File: config.mk
export PLATFORM = sky130hd
export DESIGN_NAME = multiplier_block_sequencer_flat
export DESIGN_NICKNAME = d
export VERILOG_FILES = /design/src/rtl/multiplier_block_sequencer_if.sv /design/src/rtl/multiplier_block_sequencer.sv /design/src/flat_wrapper.sv
export SDC_FILE = /design/constraint.sdc
export NUM_CORES = 2
export LEC_CHECK = 0
export CORE_MARGIN = 2
export CORE_UTILIZATION = 40
export CTS_CLUSTER_SIZE = 8
export DETAILED_ROUTE_END_ITERATION = 10
export PLACE_DENSITY = 0.67
export SYNTH_ARGS = -nofsm -noshare
export SYNTH_HDL_FRONTEND = slang
export SYNTH_SLANG_ARGS = --single-unit
File: constraint.sdc
create_clock -name clk_i -period 23.1 [get_ports clk_i]
set_clock_uncertainty 0.1 [all_clocks]
set_input_delay 4.62 -clock clk_i [delete_from_list [all_inputs] [get_ports clk_i]]
set_output_delay 4.62 -clock clk_i [all_outputs]
set_load 0.01 [all_outputs]
File: src/rtl/multiplier_block_sequencer_if.sv
// Handshake bundle for multiplier_block_sequencer: operand side (in_*) and result side (out_*).
// The sequencer uses the slave modport; the operand producer / result consumer uses master.
interface multiplier_block_sequencer_if #(
  parameter int OP_W = 64
);
  logic              in_valid;
  logic              in_ready;
  logic [OP_W-1:0]   op_a;
  logic [OP_W-1:0]   op_b;
  logic              out_valid;
  logic              out_ready;
  logic [2*OP_W-1:0] result;
  logic              busy;

  modport master (
    output in_valid, op_a, op_b, out_ready,
    input  in_ready, out_valid, result, busy
  );

  modport slave (
    input  in_valid, op_a, op_b, out_ready,
    output in_ready, out_valid, result, busy
  );
endinterface

File: src/rtl/multiplier_block_sequencer.sv
// Unsigned OP_W x OP_W multiplier built from NUM_BLOCKS^2 passes through one 16x16 multiplier.
// Optional macro MULT_SEQ_PIPE_REG_EN registers each partial product before it is accumulated.
module multiplier_16x16 (
  input  logic [15:0] a,
  input  logic [15:0] b,
  output logic [31:0] p
);
  assign p = 32'(a) * 32'(b);
endmodule

module multiplier_block_sequencer #(
  parameter int NUM_BLOCKS = 4
) (
  input logic                         clk_i,
  input logic                         rst_i,
  multiplier_block_sequencer_if.slave bus
);
  localparam int BLOCK_LENGTH = 16;
  localparam int OP_W         = NUM_BLOCKS * BLOCK_LENGTH;
  localparam int ACC_W        = 2 * OP_W;
  localparam int CNT_W        = (NUM_BLOCKS > 1) ? $clog2(NUM_BLOCKS) : 1;
  localparam int IDX_W        = CNT_W + 1;
  localparam int SH_W         = $clog2(ACC_W) + 1;
  localparam logic [CNT_W-1:0] LAST_BLK = CNT_W'(NUM_BLOCKS - 1);

  typedef enum logic [1:0] {
    IDLE  = 2'd0,
    MUL   = 2'd1,
    FLUSH = 2'd2,
    DONE  = 2'd3
  } state_t;

  state_t                    state_r;
  state_t                    state_nxt_s;
  logic [OP_W-1:0]           a_r;
  logic [OP_W-1:0]           b_r;
  logic [CNT_W-1:0]          i_r;
  logic [CNT_W-1:0]          j_r;
  logic [ACC_W-1:0]          acc_r;
  logic [ACC_W-1:0]          acc_nxt_s;
  logic [ACC_W-1:0]          add_term_s;
  logic [ACC_W-1:0]          result_r;
  logic [BLOCK_LENGTH-1:0]   blk_a_s;
  logic [BLOCK_LENGTH-1:0]   blk_b_s;
  logic [2*BLOCK_LENGTH-1:0] product_s;
  logic [2*BLOCK_LENGTH-1:0] add_prod_s;
  logic [IDX_W-1:0]          issue_idx_s;
  logic [IDX_W-1:0]          add_idx_s;
  logic [SH_W-1:0]           shamt_s;
  logic                      add_en_s;
  logic                      accept_s;
  logic                      issue_s;
  logic                      last_s;
  logic                      load_result_s;
  logic                      in_ready_s;
  logic                      out_valid_s;
  logic                      busy_s;

  assign blk_a_s     = a_r[i_r*BLOCK_LENGTH +: BLOCK_LENGTH];
  assign blk_b_s     = b_r[j_r*BLOCK_LENGTH +: BLOCK_LENGTH];
  assign issue_idx_s = IDX_W'(i_r) + IDX_W'(j_r);
  assign last_s      = (i_r == LAST_BLK) && (j_r == LAST_BLK);
  assign accept_s    = in_ready_s & bus.in_valid;

  multiplier_16x16 u_mul (
    .a (blk_a_s),
    .b (blk_b_s),
    .p (product_s)
  );

`ifdef MULT_SEQ_PIPE_REG_EN
  logic [2*BLOCK_LENGTH-1:0] prod_r;
  logic [IDX_W-1:0]          idx_r;
  logic                      pvalid_r;

  // Pipeline register between the multiplier and the accumulator
  always_ff @(posedge clk_i) begin
    if (rst_i) begin
      prod_r   <= {(2*BLOCK_LENGTH){1'b0}};
      idx_r    <= {IDX_W{1'b0}};
      pvalid_r <= 1'b0;
    end else begin
      prod_r   <= product_s;
      idx_r    <= issue_idx_s;
      pvalid_r <= issue_s;
    end
  end

  assign add_prod_s = prod_r;
  assign add_idx_s  = idx_r;
  assign add_en_s   = pvalid_r;
`else
  assign add_prod_s = product_s;
  assign add_idx_s  = issue_idx_s;
  assign add_en_s   = issue_s;
`endif

  // Block (i+j) lands at bit offset (i+j)*BLOCK_LENGTH; 2*OP_W bits always hold the full sum
  always_comb begin
    shamt_s    = SH_W'(add_idx_s) * SH_W'(BLOCK_LENGTH);
    add_term_s = ACC_W'(add_prod_s) << shamt_s;
    if (add_en_s) begin
      acc_nxt_s = acc_r + add_term_s;
    end else begin
      acc_nxt_s = acc_r;
    end
  end

  // FSM state register
  always_ff @(posedge clk_i) begin
    if (rst_i) begin
      state_r <= IDLE;
    end else begin
      state_r <= state_nxt_s;
    end
  end

  // FSM next-state logic
  always_comb begin
    state_nxt_s = state_r;
    case (state_r)
      IDLE: begin
        if (bus.in_valid) begin
          state_nxt_s = MUL;
        end else begin
          state_nxt_s = IDLE;
        end
      end
      MUL: begin
        if (last_s) begin
`ifdef MULT_SEQ_PIPE_REG_EN
          state_nxt_s = FLUSH;
`else
          state_nxt_s = DONE;
`endif
        end else begin
          state_nxt_s = MUL;
        end
      end
      FLUSH: state_nxt_s = DONE;
      DONE: begin
        if (bus.out_ready) begin
          state_nxt_s = IDLE;
        end else begin
          state_nxt_s = DONE;
        end
      end
      default: state_nxt_s = IDLE;
    endcase
  end

  // FSM output decode; the result register loads on the cycle that adds the final product
  always_comb begin
    in_ready_s    = 1'b0;
    out_valid_s   = 1'b0;
    busy_s        = 1'b1;
    issue_s       = 1'b0;
    load_result_s = 1'b0;
    case (state_r)
      IDLE: begin
        in_ready_s = 1'b1;
        busy_s     = 1'b0;
      end
      MUL: begin
        issue_s = 1'b1;
`ifndef MULT_SEQ_PIPE_REG_EN
        load_result_s = last_s;
`endif
      end
      FLUSH: begin
`ifdef MULT_SEQ_PIPE_REG_EN
        load_result_s = 1'b1;
`endif
      end
      DONE: out_valid_s = 1'b1;
      default: busy_s = 1'b1;
    endcase
  end

  // Operand capture, block counters and accumulator
  always_ff @(posedge clk_i) begin
    if (rst_i) begin
      a_r   <= {OP_W{1'b0}};
      b_r   <= {OP_W{1'b0}};
      i_r   <= {CNT_W{1'b0}};
      j_r   <= {CNT_W{1'b0}};
      acc_r <= {ACC_W{1'b0}};
    end else if (accept_s) begin
      a_r   <= bus.op_a;
      b_r   <= bus.op_b;
      i_r   <= {CNT_W{1'b0}};
      j_r   <= {CNT_W{1'b0}};
      acc_r <= {ACC_W{1'b0}};
    end else begin
      acc_r <= acc_nxt_s;
      if (issue_s) begin
        if (j_r == LAST_BLK) begin
          j_r <= {CNT_W{1'b0}};
          if (i_r == LAST_BLK) begin
            i_r <= {CNT_W{1'b0}};
          end else begin
            i_r <= i_r + CNT_W'(1);
          end
        end else begin
          j_r <= j_r + CNT_W'(1);
        end
      end
    end
  end

  // Result holding register: stable through DONE and kept while IDLE
  always_ff @(posedge clk_i) begin
    if (rst_i) begin
      result_r <= {ACC_W{1'b0}};
    end else if (load_result_s) begin
      result_r <= acc_nxt_s;
    end else begin
      result_r <= result_r;
    end
  end

  assign bus.in_ready  = in_ready_s;
  assign bus.out_valid = out_valid_s;
  assign bus.busy      = busy_s;
  assign bus.result    = result_r;
endmodule

File: src/flat_wrapper.sv
// flat-port wrapper written by rule: the top's interface ports become plain ports
module multiplier_block_sequencer_flat 
#(
  parameter int NUM_BLOCKS = 4
)
  (clk_i, rst_i, bus_in_valid, bus_op_a, bus_op_b, bus_out_ready, bus_in_ready, bus_out_valid, bus_result, bus_busy);
  multiplier_block_sequencer_if #(.OP_W((64))) bus_i ();
  input logic clk_i;
  input logic rst_i;
  input wire logic [$bits(bus_i.in_valid)-1:0] bus_in_valid;
  input wire logic [$bits(bus_i.op_a)-1:0] bus_op_a;
  input wire logic [$bits(bus_i.op_b)-1:0] bus_op_b;
  input wire logic [$bits(bus_i.out_ready)-1:0] bus_out_ready;
  output wire logic [$bits(bus_i.in_ready)-1:0] bus_in_ready;
  output wire logic [$bits(bus_i.out_valid)-1:0] bus_out_valid;
  output wire logic [$bits(bus_i.result)-1:0] bus_result;
  output wire logic [$bits(bus_i.busy)-1:0] bus_busy;
  assign bus_i.in_valid = bus_in_valid;
  assign bus_i.op_a = bus_op_a;
  assign bus_i.op_b = bus_op_b;
  assign bus_i.out_ready = bus_out_ready;
  assign bus_in_ready = bus_i.in_ready;
  assign bus_out_valid = bus_i.out_valid;
  assign bus_result = bus_i.result;
  assign bus_busy = bus_i.busy;
  multiplier_block_sequencer #(.NUM_BLOCKS(NUM_BLOCKS)) u_core (.clk_i(clk_i), .rst_i(rst_i), .bus(bus_i));
endmodule
=== After elaboration in Yosys (flattened, before gate mapping) ===
Cells that the tools add are included.

* Bits in registers: 390
* Bits in latches: 0
* RAM bits: 0
* Bits in read-only memories: 0
* Input bits: 132
* Memories kept: 0

* $add $sub $neg: 4
* $mul: 1
* Divide/modulo/power cells: 0
* $lt $le $gt $ge: 0
* Equal/unequal tests: 5
* Shift-type cells: 3
* Mux-type cells: 12
* Bitwise gates (word level): 1
* Reductions and logical operators: 4

{| class="wikitable"
|+ Operators by type and width
! kind !! count
|-
| adder 128 bit || 1
|-
| two-way mux 128 bit || 1
|-
| indexed part select 64 x 7 -> 16 bit || 2
|-
| << shifter 32 x 7 -> 128 bit || 1
|-
| multiplier 16 x 16 -> 32 bit || 1
|-
| equality test 2 bit, second input constant || 4
|-
| two-way mux 2 bit || 4
|-
| case mux 2 bit (4 select lines) || 1
|-
| two-way mux 1 bit || 6
|-
| adder 2 x 1 -> 2 bit, second input constant || 2
|-
| adder 2 x 2 -> 3 bit || 1
|-
| equality test 2 x 1 -> 1 bit, second input constant || 1
|-
| logical NOT 2 bit || 1
|-
| AND reduction 2 bit || 1
|-
| OR reduction 2 bit || 1
|-
| AND 1 bit || 1
|-
| logical AND 1 bit || 1
|}

=== Longest topological paths before layout ===
* Depth in word-level cells: 5
* Mapped depth: 43

=== Cells and area by module ===
Synthesis repeated with hierarchy kept, for this count alone.

* Cells, all modules: 4236
* Area total of the unflattened synthesis: 32540.0 sq um

{| class="wikitable"
|+ Modules (own cells, without submodules)
! module !! times used !! cells an instance !! area each (sq um) !! sequential area each (sq um)
|-
| multiplier_block_sequencer || 1 || 3224 || 23871.6 || 7807.5
|-
| multiplier_16x16 || 1 || 1012 || 8668.3 || 0.0
|}

=== Least setup slack after synthesis ===
No wires, ideal clock.

* Kind: register to register
* From: register u_core.j_r[0]
* To: register u_core.acc_r[127]
* Library setup time: 0.070 ns
* Data arrival time: 10.205 ns
* Data required time: 22.930 ns
* Slack: 12.725 ns
* Cell stages (with the launch flop): 42
* Cell sequence: dfxtp_1 clkbuf_1 buf_1 mux2_2 o21ai_1 clkbuf_1 nor2_1 fa_1 inv_1 fa_1 inv_1 fa_1 fa_1 fa_1 inv_1 fa_1 inv_1 ha_1 [... 6 more ...] a21boi_1 o41a_1 xor2_1 a21oi_1 nor2_1 ha_1 buf_2 a21oi_1 o21ai_0 a211oi_1 nor2_1 o311ai_1 a21oi_2 o31ai_4 o21ai_1 xnor2_1 or3_1 a21oi_1

* Cells in the longest elaborated chain, start to end: 5
* Elaborated cells on any way between the ends: 6

{| class="wikitable"
|+ RTL lines
! item !! RTL line !! source
|-
| start, declared || multiplier_block_sequencer.sv:38 || <nowiki>logic [CNT_W-1:0] j_r;</nowiki>
|-
| start signal, assigned || multiplier_block_sequencer.sv:186 || <nowiki>j_r <= {CNT_W{1'b0}};</nowiki>
|-
| start signal, assigned || multiplier_block_sequencer.sv:192 || <nowiki>j_r <= {CNT_W{1'b0}};</nowiki>
|-
| start signal, assigned || multiplier_block_sequencer.sv:198 || <nowiki>j_r <= {CNT_W{1'b0}};</nowiki>
|-
| indexed part select 64 x 7 -> 16 bit || multiplier_block_sequencer.sv:60 || <nowiki>assign blk_b_s = b_r[j_r*BLOCK_LENGTH +: BLOCK_LENGTH];</nowiki>
|-
| multiplier 16 x 16 -> 32 bit || multiplier_block_sequencer.sv:8 || <nowiki>assign p = 32'(a) * 32'(b);</nowiki>
|-
| << shifter 32 x 7 -> 128 bit * || multiplier_block_sequencer.sv:101 || <nowiki>add_term_s = ACC_W'(add_prod_s) << shamt_s;</nowiki>
|-
| adder 128 bit * || multiplier_block_sequencer.sv:103 || <nowiki>acc_nxt_s = acc_r + add_term_s;</nowiki>
|-
| two-way mux 128 bit * || multiplier_block_sequencer.sv:102 || <nowiki>if (add_en_s) begin</nowiki>
|-
| end signal, assigned || multiplier_block_sequencer.sv:187 || <nowiki>acc_r <= {ACC_W{1'b0}};</nowiki>
|-
| end signal, assigned || multiplier_block_sequencer.sv:193 || <nowiki>acc_r <= {ACC_W{1'b0}};</nowiki>
|-
| end signal, assigned || multiplier_block_sequencer.sv:195 || <nowiki>acc_r <= acc_nxt_s;</nowiki>
|-
| end, declared || multiplier_block_sequencer.sv:39 || <nowiki>logic [ACC_W-1:0] acc_r;</nowiki>
|}

Every way passes the cells marked *; elsewhere a longest branch is shown, timed or not.
A chain may end at the register's enable or synchronous reset.

=== Worst setup path in the final report ===
* From: register u_core.j_r[0]
* To: register u_core.result_r[92], in the netlist u_core.bus.result[92]

* Cells in the longest elaborated chain, start to end: 5
* Elaborated cells on any way between the ends: 9

{| class="wikitable"
|+ RTL lines
! item !! RTL line !! source
|-
| indexed part select 64 x 7 -> 16 bit || multiplier_block_sequencer.sv:60 ||
|-
| multiplier 16 x 16 -> 32 bit || multiplier_block_sequencer.sv:8 ||
|-
| << shifter 32 x 7 -> 128 bit || multiplier_block_sequencer.sv:101 ||
|-
| adder 128 bit || multiplier_block_sequencer.sv:103 ||
|-
| two-way mux 128 bit || multiplier_block_sequencer.sv:102 ||
|-
| end signal, assigned || multiplier_block_sequencer.sv:214 || <nowiki>result_r <= {ACC_W{1'b0}};</nowiki>
|-
| end signal, assigned || multiplier_block_sequencer.sv:216 || <nowiki>result_r <= acc_nxt_s;</nowiki>
|-
| end signal, assigned || multiplier_block_sequencer.sv:218 || <nowiki>result_r <= result_r;</nowiki>
|-
| end, declared || multiplier_block_sequencer.sv:42 || <nowiki>logic [ACC_W-1:0] result_r;</nowiki>
|}

Several ways; a longest one is shown, not always the timed one.

==> impl_metrics.env <==
export IMPL_outcome="finished, final reports clean"
export IMPL_cts_hold_buf=0
export IMPL_finalHoldViolations=0
export IMPL_wire_per_inst_microns=22.2
export IMPL_numPortBuffers=262
export IMPL_critical_path_most_common_cell="fa_1"
export IMPL_post_route_period_util_pct=54.1
export IMPL_final_nets=5080
export IMPL_critPathArrivalTime_ns=12.97
export IMPL_dr_pass1_iters=6
export IMPL_groute_usage_overall_pct=28.1
export IMPL_synth_flop_cell="dfxtp_1"
export IMPL_netlist_instances=4456
export IMPL_yosysSeqAreaShare_pct=23.3
export IMPL_rsz0062_at_grt="false"
export IMPL_end_kind="register"
export IMPL_final_cell_mix="nand2_1 (820), a21oi_1 (493), nor2_1 (440), dfxtp_1 (390), inv_1 (301)"
export IMPL_cpMaxStageDelayCell="mux4_2"
export IMPL_drt_iter0_drc=3381
export IMPL_route_detailed_drc=0
export IMPL_slew_headroom_pct=19.0
export IMPL_antenna_found_initial=4
export IMPL_worst_pin_slew_ns=1.21
export IMPL_die_width_microns=294
export IMPL_coreArea_sq_um=83400
export IMPL_vias=32700
export IMPL_io_pins=263
export IMPL_synth_area_per_cell_sq_um=7.53
export IMPL_slew_violations=0
export IMPL_vias_per_cell=5.82
export IMPL_cts_made_buffers=57
export IMPL_ir_worst_vdd_mv=0.0572
export IMPL_wirelength_microns=125000
export IMPL_area_growth_syn_to_layout_pct=14.2
export IMPL_fmax_mhz=79.9
export IMPL_period_minus_slack_ns=12.51
export IMPL_rows=106
export IMPL_final_common_cell="nand2_1"
export IMPL_grt_pass1_wl_microns=186000
export IMPL_hold_path_class="register to register"
export IMPL_maxCapViolations=0
export IMPL_powerDensity_nw_per_um2=46.9
export IMPL_cp_data_required_time_ns=23.56
export IMPL_async_flop_share_pct=0
export IMPL_cts_tree="done"
export IMPL_htree_levels=2
export IMPL_clk_latency_ns=0.64
export IMPL_post_synth_num_cell_types=100
export IMPL_hpwl_microns=97100
export IMPL_ctsRootBufferMaster="clkbuf_16"
export IMPL_cts_resized=0
export IMPL_globalplace_congestion=0.989
export IMPL_cts_buffer_depth=3
export IMPL_critPathMaxFanout=19
export IMPL_crit_type="register to register"
export IMPL_die_height_microns=294
export IMPL_ys_ff_latch=390
export IMPL_yosys_warnings=0
export IMPL_cts_sinks=390
export IMPL_overflow=0
export IMPL_start_kind="register"
export IMPL_synth_edf_count=0
export IMPL_dieArea_sq_um=86200
export IMPL_finish_utilization_pct=45.9
export IMPL_fin_tns_setup_ns=0
export IMPL_post_cts_buffers=0
export IMPL_grt_pass1_vias=30600
export IMPL_p_leak_nw=15.6
export IMPL_drive_above_1_share_pct=4.28
export IMPL_floorplan_initialDensity_pct=40.2
export IMPL_slowest_delay_ns=0.73
export IMPL_clk_pin_slew_worst_paths_ns=0.05
export IMPL_syn_cell_area_sq_um=33600
export IMPL_grt_max_degree=177
export IMPL_syn_nets=5018
export IMPL_drtAntennaViolNets=0
export IMPL_finalSetupViolations=0
[per-layer routing]
layer / up-vias / track usage [%] / routed length (microns)
li1: 15300 / - / -
met1: 15800 / 40.2 / 55600
met2: 1367 / 41.9 / 53800
met3: 198 / 5.57 / 11100
met4: 2 / 10.3 / 4460
met5: - / 0.794 / 91
[kinds of logic (layout without fill, tap and decap cells)]
kind of cell | after synthesis | count (layout) | share of synthesized area, %
xor+xnor | 130 | 130 | 3.39
mux | 75 | 75 | 3.01
buf+inv | 591 | 667 | 6.83
compound gates | 1112 | 1112 | 20.5
flops | 390 | 390 | 23.3
simple gates | 1728 | 1728 | 22.6
fa+ha+maj | 430 | 430 | 20.4
other cells | 0 | 8 | 0
[final cells by class]
cell class                 instances  area, sq um
timing repair buffer             291         2880
multi-input combinational       3475        23500
inverter                         303         1140
clock buffer                      65         1490
fill                            8263        45100
sequential                       390         7810
clock inverter                     8          105
antenna                            8         20.0
tap                             1080         1350
[synth_stat cells, types with 37 or more instances]
cell type / instances / area (sq um)
a21o_1: 90 / 676
o21a_1: 37 / 278
inv_1: 301 / 1130
mux2i_1: 39 / 390
o21ai_0: 141 / 706
nand2_1: 822 / 3090
buf_2: 37 / 185
a211oi_1: 61 / 458
xnor2_1: 80 / 701
dfxtp_1: 390 / 7810
nand3_1: 82 / 410
ha_1: 234 / 2930
fa_1: 196 / 3920
and2_1: 61 / 382
clkbuf_1: 220 / 826
xor2_1: 50 / 438
nand4_1: 100 / 626
a21oi_1: 493 / 2470
o21bai_1: 54 / 405
nor3_1: 65 / 325
nor2_1: 442 / 1660
[state kept, by name (all words and copies together) (netlist names)]
signal / flops
u_core.i_r: 2
u_core.bus.result: 128
u_core.j_r: 2
u_core.acc_r: 128
u_core.b_r: 64
u_core.state_r: 2
u_core.a_r: 64
[where the power goes]
part | internal, mW | switching, mW | leakage, nW
logic | 0.103 | 0.219 | 11.6
clock network | 0.449 | 0.324 | 0.782
registers | 0.690 | 0.0101 | 3.16
[worst max-delay path: cells and delay by family (launching register included)]
family | cells | cell delay [ns]
AOI/OAI and AO/OA | 13 | 4.09
xor gates and xnor gates | 1 | 0.19
adders and majority gates | 8 | 4.13
buffers and inverters | 6 | 0.84
DFF | 1 | 0.49
muxes | 1 | 0.73
and+or+nand+nor | 9 | 1.83
[path summary, 6_finish.rpt]
kind	from	endpoint	slack, ns	cells after the start
setup reg to reg	u_core.j_r[0]	u_core.bus.result[92]	10.59	38
setup / recovery	u_core.j_r[0]	u_core.bus.result[92]	10.59	38
hold / removal	u_core.bus.result[84]	u_core.bus.result[84]	0.35	2
hold reg to reg	u_core.bus.result[84]	u_core.bus.result[84]	0.35	2
[through the flow]
step	hold WS, ns	setup slack [ns]	std cells	power, mW	cell area [sq um]
after floorplan	0.333	12.72	4456	0.904	33600
after global placement	0.338	11.00	5539	1.02	36700
after detailed placement	0.343	10.84	5539	1.03	36700
after CTS	0.352	10.81	5612	1.80	38300
after global routing	0.366	10.10	5613	1.86	38300
final	0.350	10.59	5620	1.80	38300
(Power assumes the default switching activity.)
